File: src/rtl/tracking_engine_pkg.sv
// rtl/tracking_engine_pkg.sv - shared tracking-engine constants and noncoherent FSM encodings
package tracking_engine_pkg;

  localparam int NONCOH_DATA_WIDTH = 16;
  localparam int NONCOH_ACC_WIDTH  = 24;
  localparam int NONCOH_CORR_NUM   = 8;
  localparam int NONCOH_CNT_WIDTH  = 8;

  typedef enum logic [1:0] {
    NONCOH_STATE_ACC  = 2'd0,
    NONCOH_STATE_SCAN = 2'd1,
    NONCOH_STATE_DONE = 2'd2
  } noncoh_state_e;

  function automatic int noncoh_idx_width(input int corr_num);
    return (corr_num > 1) ? $clog2(corr_num) : 1;
  endfunction

endpackage

File: src/rtl/noncoh_peak_acc_if.sv
// rtl/noncoh_peak_acc_if.sv - amplitude input stream and peak result bundle
interface noncoh_peak_acc_if #(
  parameter int DATA_WIDTH = 16,
  parameter int ACC_WIDTH  = 24,
  parameter int IDX_WIDTH  = 3
) ();
  logic                  amp_valid;
  logic [DATA_WIDTH-1:0] amp_data;
  logic                  peak_valid;
  logic [ACC_WIDTH-1:0]  peak_value;
  logic [IDX_WIDTH-1:0]  peak_index;

  modport master (output amp_valid, amp_data, input peak_valid, peak_value, peak_index);
  modport slave  (input amp_valid, amp_data, output peak_valid, peak_value, peak_index);
endinterface

File: src/rtl/noncoh_bin_array.sv
// rtl/noncoh_bin_array.sv - per-bin accumulators with load/add write port and scan read port
// Saturating add when NONCOH_SAT_EN is defined, modulo wrap otherwise.
module noncoh_bin_array #(
  parameter int DATA_WIDTH = 16,
  parameter int ACC_WIDTH  = 24,
  parameter int CORR_NUM   = 8,
  parameter int IDX_W      = 3
) (
  input  logic                  clk,
  input  logic                  rst_b,
  input  logic                  wr_en,
  input  logic                  wr_load,
  input  logic [IDX_W-1:0]      wr_addr,
  input  logic [DATA_WIDTH-1:0] wr_data,
  input  logic [IDX_W-1:0]      rd_addr,
  output logic [ACC_WIDTH-1:0]  rd_data
);

  logic [ACC_WIDTH-1:0] acc_q [CORR_NUM];
  logic [ACC_WIDTH:0]   sum_full;
  logic [ACC_WIDTH-1:0] sum;

  assign sum_full = {1'b0, acc_q[wr_addr]} + (ACC_WIDTH+1)'(wr_data);

`ifdef NONCOH_SAT_EN
  assign sum = sum_full[ACC_WIDTH] ? {ACC_WIDTH{1'b1}} : sum_full[ACC_WIDTH-1:0];
`else
  assign sum = sum_full[ACC_WIDTH-1:0];
`endif

  assign rd_data = acc_q[rd_addr];

  always_ff @(posedge clk or negedge rst_b) begin
    if (!rst_b) begin
      for (int i = 0; i < CORR_NUM; i++) acc_q[i] <= '0;
    end else if (wr_en) begin
      acc_q[wr_addr] <= wr_load ? ACC_WIDTH'(wr_data) : sum;
    end
  end

endmodule

File: src/rtl/noncoh_peak_acc.sv
// rtl/noncoh_peak_acc.sv - noncoherent bin accumulator with peak scan (NONCOH_SAT_EN selects saturating sums)
module noncoh_peak_acc
  import tracking_engine_pkg::*;
#(
  parameter int DATA_WIDTH = NONCOH_DATA_WIDTH,
  parameter int ACC_WIDTH  = NONCOH_ACC_WIDTH,
  parameter int CORR_NUM   = NONCOH_CORR_NUM,
  parameter int CNT_WIDTH  = NONCOH_CNT_WIDTH
) (
  input  logic                 clk,
  input  logic                 rst_b,
  input  logic                 clear,
  input  logic [CNT_WIDTH-1:0] noncoh_num,
  output logic                 busy_scan,
  output logic                 overrun,
  noncoh_peak_acc_if.slave     amp_if
);

  localparam int                IDX_W    = noncoh_idx_width(CORR_NUM);
  localparam logic [IDX_W-1:0]  LAST_BIN = IDX_W'(CORR_NUM - 1);

  noncoh_state_e        state_q, state_d;
  logic [IDX_W-1:0]     bin_cnt;
  logic [CNT_WIDTH-1:0] epoch_cnt, num_lat, last_epoch;
  logic                 amp_valid, accept, last_sample, scan_last, take_new;
  logic [ACC_WIDTH-1:0] rd_data, best_val, next_best, peak_value_q;
  logic [IDX_W-1:0]     best_idx, next_idx, peak_index_q;
  logic                 peak_valid_q, overrun_q;

  assign amp_valid   = amp_if.amp_valid;
  assign last_epoch  = (num_lat == '0) ? '0 : num_lat - CNT_WIDTH'(1);
  assign last_sample = (bin_cnt == LAST_BIN) && (epoch_cnt == last_epoch);
  assign scan_last   = (state_q == NONCOH_STATE_SCAN) && (bin_cnt == LAST_BIN);
  // Strict greater-than keeps the lowest index on ties.
  assign take_new    = (bin_cnt == '0) || (rd_data > best_val);
  assign next_best   = take_new ? rd_data : best_val;
  assign next_idx    = take_new ? bin_cnt : best_idx;

  noncoh_bin_array #(
    .DATA_WIDTH (DATA_WIDTH),
    .ACC_WIDTH  (ACC_WIDTH),
    .CORR_NUM   (CORR_NUM),
    .IDX_W      (IDX_W)
  ) u_bins (
    .clk     (clk),
    .rst_b   (rst_b),
    .wr_en   (accept),
    .wr_load (epoch_cnt == '0),
    .wr_addr (bin_cnt),
    .wr_data (amp_if.amp_data),
    .rd_addr (bin_cnt),
    .rd_data (rd_data)
  );

  always_ff @(posedge clk or negedge rst_b) begin
    if (!rst_b) state_q <= NONCOH_STATE_ACC;
    else        state_q <= state_d;
  end

  always_comb begin
    state_d   = state_q;
    accept    = 1'b0;
    busy_scan = 1'b0;
    case (state_q)
      NONCOH_STATE_ACC: begin
        accept = amp_valid && !clear;
        if (accept && last_sample) state_d = NONCOH_STATE_SCAN;
      end
      NONCOH_STATE_SCAN: begin
        busy_scan = 1'b1;
        if (scan_last) state_d = NONCOH_STATE_DONE;
      end
      NONCOH_STATE_DONE: state_d = NONCOH_STATE_ACC;
      default:           state_d = NONCOH_STATE_ACC;
    endcase
    if (clear) state_d = NONCOH_STATE_ACC;
  end

  always_ff @(posedge clk or negedge rst_b) begin
    if (!rst_b) begin
      bin_cnt      <= '0;
      epoch_cnt    <= '0;
      num_lat      <= '0;
      best_val     <= '0;
      best_idx     <= '0;
      peak_valid_q <= 1'b0;
      peak_value_q <= '0;
      peak_index_q <= '0;
      overrun_q    <= 1'b0;
    end else begin
      peak_valid_q <= 1'b0;
      if (clear) begin
        bin_cnt   <= '0;
        epoch_cnt <= '0;
        overrun_q <= 1'b0;
      end else begin
        if (amp_valid && state_q != NONCOH_STATE_ACC) overrun_q <= 1'b1;
        case (state_q)
          NONCOH_STATE_ACC: begin
            if (bin_cnt == '0 && epoch_cnt == '0) num_lat <= noncoh_num;
            if (amp_valid) begin
              if (bin_cnt == LAST_BIN) begin
                bin_cnt   <= '0;
                epoch_cnt <= last_sample ? '0 : epoch_cnt + CNT_WIDTH'(1);
              end else begin
                bin_cnt <= bin_cnt + IDX_W'(1);
              end
            end
          end
          NONCOH_STATE_SCAN: begin
            best_val <= next_best;
            best_idx <= next_idx;
            if (scan_last) begin
              bin_cnt      <= '0;
              peak_valid_q <= 1'b1;
              peak_value_q <= next_best;
              peak_index_q <= next_idx;
            end else begin
              bin_cnt <= bin_cnt + IDX_W'(1);
            end
          end
          NONCOH_STATE_DONE: begin
            bin_cnt   <= '0;
            epoch_cnt <= '0;
          end
          default: ;
        endcase
      end
    end
  end

  assign overrun           = overrun_q;
  assign amp_if.peak_valid = peak_valid_q;
  assign amp_if.peak_value = peak_value_q;
  assign amp_if.peak_index = peak_index_q;

endmodule

File: src/flat_wrapper.sv
// flat-port wrapper written by rule: the top's interface ports become plain ports
module noncoh_peak_acc_flat import tracking_engine_pkg::*;
#(
  parameter int DATA_WIDTH = NONCOH_DATA_WIDTH,
  parameter int ACC_WIDTH  = NONCOH_ACC_WIDTH,
  parameter int CORR_NUM   = NONCOH_CORR_NUM,
  parameter int CNT_WIDTH  = NONCOH_CNT_WIDTH
)
  (clk, rst_b, clear, noncoh_num, busy_scan, overrun, amp_if_amp_valid, amp_if_amp_data, amp_if_peak_valid, amp_if_peak_value, amp_if_peak_index);
  noncoh_peak_acc_if #(.DATA_WIDTH(DATA_WIDTH), .ACC_WIDTH(ACC_WIDTH), .IDX_WIDTH(3)) amp_if_i ();
  input  logic clk;
  input  logic rst_b;
  input  logic clear;
  input  logic [CNT_WIDTH-1:0] noncoh_num;
  output logic busy_scan;
  output logic overrun;
  input wire logic [$bits(amp_if_i.amp_valid)-1:0] amp_if_amp_valid;
  input wire logic [$bits(amp_if_i.amp_data)-1:0] amp_if_amp_data;
  output wire logic [$bits(amp_if_i.peak_valid)-1:0] amp_if_peak_valid;
  output wire logic [$bits(amp_if_i.peak_value)-1:0] amp_if_peak_value;
  output wire logic [$bits(amp_if_i.peak_index)-1:0] amp_if_peak_index;
  assign amp_if_i.amp_valid = amp_if_amp_valid;
  assign amp_if_i.amp_data = amp_if_amp_data;
  assign amp_if_peak_valid = amp_if_i.peak_valid;
  assign amp_if_peak_value = amp_if_i.peak_value;
  assign amp_if_peak_index = amp_if_i.peak_index;
  noncoh_peak_acc #(.DATA_WIDTH(DATA_WIDTH), .ACC_WIDTH(ACC_WIDTH), .CORR_NUM(CORR_NUM), .CNT_WIDTH(CNT_WIDTH)) u_core (.clk(clk), .rst_b(rst_b), .clear(clear), .noncoh_num(noncoh_num), .busy_scan(busy_scan), .overrun(overrun), .amp_if(amp_if_i));
endmodule
File: config.mk
export PLATFORM = sky130hd
export DESIGN_NAME = noncoh_peak_acc_flat
export DESIGN_NICKNAME = d
export VERILOG_FILES = /design/src/rtl/tracking_engine_pkg.sv /design/src/rtl/noncoh_peak_acc_if.sv /design/src/rtl/noncoh_bin_array.sv /design/src/rtl/noncoh_peak_acc.sv /design/src/flat_wrapper.sv
export SDC_FILE = /design/constraint.sdc
export NUM_CORES = 1
export LEC_CHECK = 0
export CORE_MARGIN = 1.5
export CORE_UTILIZATION = 60
export CTS_CLUSTER_DIAMETER = 150
export DETAILED_ROUTE_END_ITERATION = 7
export GPL_TIMING_DRIVEN = 0
export PLACE_DENSITY = 0.88
export SETUP_SLACK_MARGIN = 0.5
export SLEW_MARGIN = 40
export SYNTH_ARGS = -nofsm -noshare
export SYNTH_HDL_FRONTEND = slang
export SYNTH_SLANG_ARGS = --single-unit
File: constraint.sdc
create_clock -name clk -period 8.3 [get_ports clk]
set_clock_uncertainty 0.2 [all_clocks]
set_input_delay 2.49 -clock clk [delete_from_list [all_inputs] [get_ports clk]]
set_output_delay 2.49 -clock clk [all_outputs]
set_load 0.02 [all_outputs]
Yosys cells after proc, flatten, opt, wreduce, memory -nomap -nowiden --
Index checks and enable logic that the tools add are counted.
Cells by class: $add $sub $neg 4, order comparisons 3, eq/ne operators 8, muxes and demuxes 31, bitwise logic cells 2, reductions and logical operators 23
Operator list (number):
- $bwmux 192 | 1
- $mux 24 | 5
- $bmux 24 s3 | 1
- $demux 24 s3 | 1
- $mux 8 | 5
- $add 24x16->24 | 1
- $gt 24x24->1 | 1
- $logic_not 8->1 | 2
- $pmux 8 s2 | 1
- $mux 3 | 5
- $ne 3x2->1 const B | 3
- $pmux 3 s3 | 1
- $reduce_and 3->1 | 3
- $add 8x1->8 const B | 1
- $eq 8x8->1 | 1
- $sub 8x1->8 const B | 1
- $logic_and 1x1->1 | 7
- $mux 1 | 7
- $mux 2 | 3
- $reduce_and 2->1 | 3
- $ge 4x4->1 const B | 1
- $lt 4x1->1 const B | 1
- $not 3->4 | 1
- $pmux 2 s2 | 1
- other kinds (13) | 14
Storage, ports and cells: register bits after elaboration 269, input bits 28, output and inout port bits 30, logic and storage cells 89

Logic depth before layout (Yosys ltp) --
word-level depth 9, mapped depth 20

Cells and area by module --
Synthesis repeated with hierarchy kept, for this count alone.
Unflattened totals: cell total of the unflattened synthesis 1521, area total of the unflattened synthesis 15492.4 um^2
Modules (own cells, without submodules):
- noncoh_bin_array | instances 1, cells an instance 1056, area each 11070.6 um^2, seq. area each 4804.6 um^2
- noncoh_peak_acc | instances 1, cells an instance 465, area each 4421.7 um^2, seq. area each 1926.8 um^2

Worst setup path before layout --
No wires, ideal clock.
kind input -> register, start input port amp_if_amp_data[2], end register u_core.u_bins.acc_q[119] (netlist bit), library setup time 140 ps, arrival time 4577 ps, data required time 7960 ps, setup slack 3383 ps, stages on the path 9, buffers on the path 0, path through ha_1 > o21ai_0 > or2_2 > o2111ai_1 > a21oi_1 > nor4_2 > nand3_1 > xnor2_1 > o31ai_1
Between the ends: word-level cells in the longest chain between the ends 3
RTL lines:
- start, declared | RTL line flat_wrapper.sv:18 | input wire logic [$bits(amp_if_i.amp_data)-1:0] amp_if_amp_data;
- $add 24x16->24 | RTL line noncoh_bin_array.sv:23 | assign sum_full = {1'b0, acc_q[wr_addr]} + (ACC_WIDTH+1)'(wr_data);
- $mux 24 | RTL line noncoh_bin_array.sv:37 | acc_q[wr_addr] <= wr_load ? ACC_WIDTH'(wr_data) : sum;
- $bwmux 192 | RTL line noncoh_bin_array.sv:37
- end signal, assigned by index | RTL line noncoh_bin_array.sv:37
- end, declared | RTL line noncoh_bin_array.sv:19 | logic [ACC_WIDTH-1:0] acc_q [CORR_NUM];
No other way between the ends. A chain may end at the register's enable or synchronous reset.

Worst setup path after layout --
start register u_core.bin_cnt[2], end register u_core.peak_value_q[7] (netlist: u_core.amp_if.peak_value[7])
Between the ends: word-level cells in the longest chain between the ends 7
RTL lines:
- start, declared | RTL line noncoh_peak_acc.sv:23 | logic [IDX_W-1:0] bin_cnt;
- start signal, assigned | RTL line noncoh_peak_acc.sv:106 | bin_cnt <= bin_cnt + IDX_W'(1);
- start signal, assigned | RTL line noncoh_peak_acc.sv:119 | bin_cnt <= bin_cnt + IDX_W'(1);
- $not 3->4 (not written as such) | RTL line noncoh_bin_array.sv:31 | assign rd_data = acc_q[rd_addr];
- $bmux 24 s3 | RTL line noncoh_bin_array.sv:31
- $mux 24 (not written as such) (2 in series) | RTL line noncoh_bin_array.sv:31
- $gt 24x24->1 | RTL line noncoh_peak_acc.sv:35 | assign take_new = (bin_cnt == '0) || (rd_data > best_val);
- $logic_or 1x1->1 | RTL line noncoh_peak_acc.sv:35
- $mux 24 | RTL line noncoh_peak_acc.sv:36 | assign next_best = take_new ? rd_data : best_val;
- end signal, assigned | RTL line noncoh_peak_acc.sv:116 | peak_value_q <= next_best;
- end, declared | RTL line noncoh_peak_acc.sv:26 | logic [ACC_WIDTH-1:0] rd_data, best_val, next_best, peak_value_q;
Parallel ways exist; a longest one is shown, timed or not. The select of a mux whose other input is x is not followed.

==> impl_metrics.csv <==
group,metric,value,unit
finish,drive_above_1_share,8.42,%
worst_setup_path,reg2reg_from,"u_core.bin_cnt[2]$_DFFE_PN0P_",
floorplanning,die_width,156,microns
floorplanning,core_area,22800,sq um
sta,period_share,79.1,%
placement,place_congestion,0.942,
finish,ff_latch_area,6730,sq um
yosys,syn_area,14100,sq um
placement,place_inst,1853,
clock_tree,cts_resized,0,
global_routing,grt_max_degree,77,
status,status,"finished, final reports clean",
sta,setup_violations,0,
clock_tree,clock_path_buffers,3,
yosys,synth.largest_area_cell,"dfrtp_1",
yosys,ys_seq_elements,269,
clock_tree,cts_buffers,29,
worst_setup_path,cp.arrival,6810,ps
finish,n_antenna_cell,0,
routing,ant_nets,0,
routing,vias,12500,
floorplanning,io_pins,58,
yosys,synth_cell_types,75,
global_routing,grt_pass1_vias,12400,
floorplanning,start_util,61.6,%
power,p_per_area,294,nW/um^2
yosys,ys.flop_type,"dfrtp_1",
floorplanning,die_h,156,microns
routing,drc,0,
worst_setup_path,worst_setup_path_start_kind,"flip-flop",
clock_tree,cts_sinks,269,
yosys,synth_enable_flop_cells,0,
worst_hold_path,hold_depth,2,
yosys,synth_top_area_share,47.8,%
routing,drtPass1Iterations,6,
yosys,ys_async_sr_fraction,100,%
yosys,ys_warn_count,0,
routing,drtIter0Drc,1487,
sta,period_needed,6560,ps
finish,finalNonFillerCells,1904,
clock_tree,clk_latency,570,ps
global_routing,grt_pass1_wl,65400,microns
power,ir_worst_vdd,166,uV
clock_tree,postCtsSetupBuffers,0,
worst_setup_path,r2r_end,"u_core.amp_if.peak_value[7]$_DFFE_PN0P_",
global_routing,globalRoute.totalOverflow,0,
floorplanning,dieArea,24400,sq um
yosys,synth_top_cells_by_area,"dfrtp_1 48%, o21ai_0 8.1%, nand2_1 7.0%, ha_1 4.4%, mux4_2 3.7%",
global_routing,grt_usage,34.7,%
flow_run,maxCapViolations,0,
sta,worst_slew_pin_slew,986,ps
finish,mostFrequentLayoutCells,"269 x dfrtp_1, 263 x nand2_1, 223 x o21ai_0",
worst_hold_path,min_from,"u_core.u_bins.acc_q[28]$_DFFE_PN0P_",
clock_tree,htreeDepth,1,
floorplanning,rows,55,
finish,syn_to_final_growth,14.7,%
worst_hold_path,hold_class,"reg -> reg",
finish,n_fill_cell,1643,
clock_tree,postCtsHoldBufs,0,
yosys,synth_fp_nets,1558,
power,leakagePower,7.28,nW
sta,finalHoldViolCount,0,
worst_setup_path,path_max_fanout,10,
worst_setup_path,crit_type,"reg -> reg",
clock_tree,clk_pin_slew,60,ps
power,total_power,4.74,mW
worst_setup_path,setup.worst_path.end_class,"flip-flop",
worst_setup_path,rrSetupSlack,1740,ps
global_routing,antenna_found_initial,1,
sta,maxSlewViolCount,0,
routing,viasPerCell,6.57,
finish,nets,1650,
yosys,syn_inst,1479,
finish,multiInputGateArea,6740,sq um
sta,rsz0062_at_grt,"no",
placement,hpwl,29400,microns
yosys,postSynthAreaPerCell,9.52,sq um
clock_tree,cts_tree,"done",
sta,max_freq,0.152,GHz
routing,drt_wl_total,41600,microns
worst_hold_path,min_to,"u_core.u_bins.acc_q[28]$_DFFE_PN0P_",
yosys,yosysSeqAreaShare,47.8,%
sta,slew_headroom,32.4,%
clock_tree,root_buffer,"clkbuf_16",
worst_setup_path,r2r_cells,17,
finish,mostFrequentLayoutCell,"dfrtp_1",
worst_setup_path,worstPathRequired,8540,ps
placement,port_buffers,57,
routing,routedWlPerCell,21.9,microns
## final cells by class
class	instances	share of cell area, %
Sequential cell	269	41.7
Timing Repair Buffer	61	4.25
Tap cell	313	2.43
Clock buffer	40	5.25
Buffer	92	2.31
Multi-Input combinational cell	1051	41.8
Clock inverter	11	0.783
Inverter	67	1.56
## flip-flops by register name, summed over array words and instances (netlist names), 3 cells and up
register / cells
u_core.u_bins.acc_q: 192
u_core.epoch_cnt: 8
u_core.best_val: 24
u_core.bin_cnt: 3
u_core.num_lat: 8
u_core.best_idx: 3
u_core.amp_if.peak_value: 24
u_core.amp_if.peak_index: 3
## through the flow
step / setup TNS (ps) / utilization, % / setup WS, ps / cell area (sq um) / hold WS (ps)
after global placement: -1761590 / 65.8 / -6580 / 15000 / 255
after global routing: 0 / 70.7 / 1530 / 16100 / 301
after detailed placement: 0 / 66.4 / 1970 / 15200 / 266
final: 0 / 70.7 / 1740 / 16100 / 280
after floorplan: 0 / - / 3380 / 14100 / 239
after CTS: 0 / 70.6 / 1940 / 16100 / 280
## how the worst max path moves through the flow
stage,start,to,cells past startpoint
3_5_place_dp,u_core.bin_cnt[2]$_DFFE_PN0P_,u_core.amp_if.peak_value[7]$_DFFE_PN0P_,17
3_3_place_gp,rst_b,u_core.u_bins.acc_q[27]$_DFFE_PN0P_,1
4_1_cts,u_core.bin_cnt[2]$_DFFE_PN0P_,u_core.amp_if.peak_value[7]$_DFFE_PN0P_,17
5_1_grt,u_core.bin_cnt[2]$_DFFE_PN0P_,u_core.amp_if.peak_value[1]$_DFFE_PN0P_,17
2_1_floorplan,amp_if_amp_data[2],u_core.u_bins.acc_q[119]$_DFFE_PN0P_,9
6_report,u_core.bin_cnt[2]$_DFFE_PN0P_,u_core.amp_if.peak_value[7]$_DFFE_PN0P_,17
## report_power, final
part           leakage [nW]  internal, mW  total, mW  switching [mW]
clock                 0.485         0.775       1.32           0.544
combinational          3.28         0.597       1.66            1.07
sequential             3.52          1.58       1.76           0.178
## metal layers
metal | routed length (microns) | track usage, %
met5 | 93 | 2.48
met4 | 1800 | 14.6
met3 | 4970 | 10.7
met2 | 19300 | 55.6
met1 | 15400 | 43.6
## synthesized netlist by cell type, drive strengths merged (3+ instances only)
cell and number:
a2111oi 7, a211oi 5, a21o 15, a21oi 70, a221oi 16, a222oi 8
a22o 18, a22oi 5, a31oi 6, a32oi 4, and2 4, and3 7
buf 17, clkbuf 75, dfrtp 269, ha 50, inv 66, mux2 23
mux2i 32, mux4 23, nand2 263, nand2b 7, nand3 36, nand4 8
nor2 65, nor2b 5, nor3 14, nor3b 4, nor4 6, nor4b 3
o2111ai 4, o211ai 5, o21a 9, o21ai 239, o221ai 6, o22a 3
o311ai 13, o31ai 15, or2 6, or3 5, xnor2 14, xor2 9
## cell families after synthesis
family          share of synthesized area (%)
compound gates                           19.9
simple gates                             13.9
flops                                    47.8
buf+inv                                  4.43
mux                                      7.85
fa+ha+maj                                4.59
xor+xnor                                 1.48
## worst max-delay path: stages (launching register included)
cell and delay [ps]:
dfrtp_1 330, buf_2 230, buf_2 310, buf_2 420
buf_2 440, clkbuf_1 650, mux4_2 400, mux2i_1 480
inv_1 180, ha_1 320, nand2_1 40, or4_1 490
nor4_1 500, nand2b_1 170, clkbuf_1 420, o21ai_1 370
a222oi_1 420, inv_1 70
Note: power is estimated with default switching activity, not from simulation.
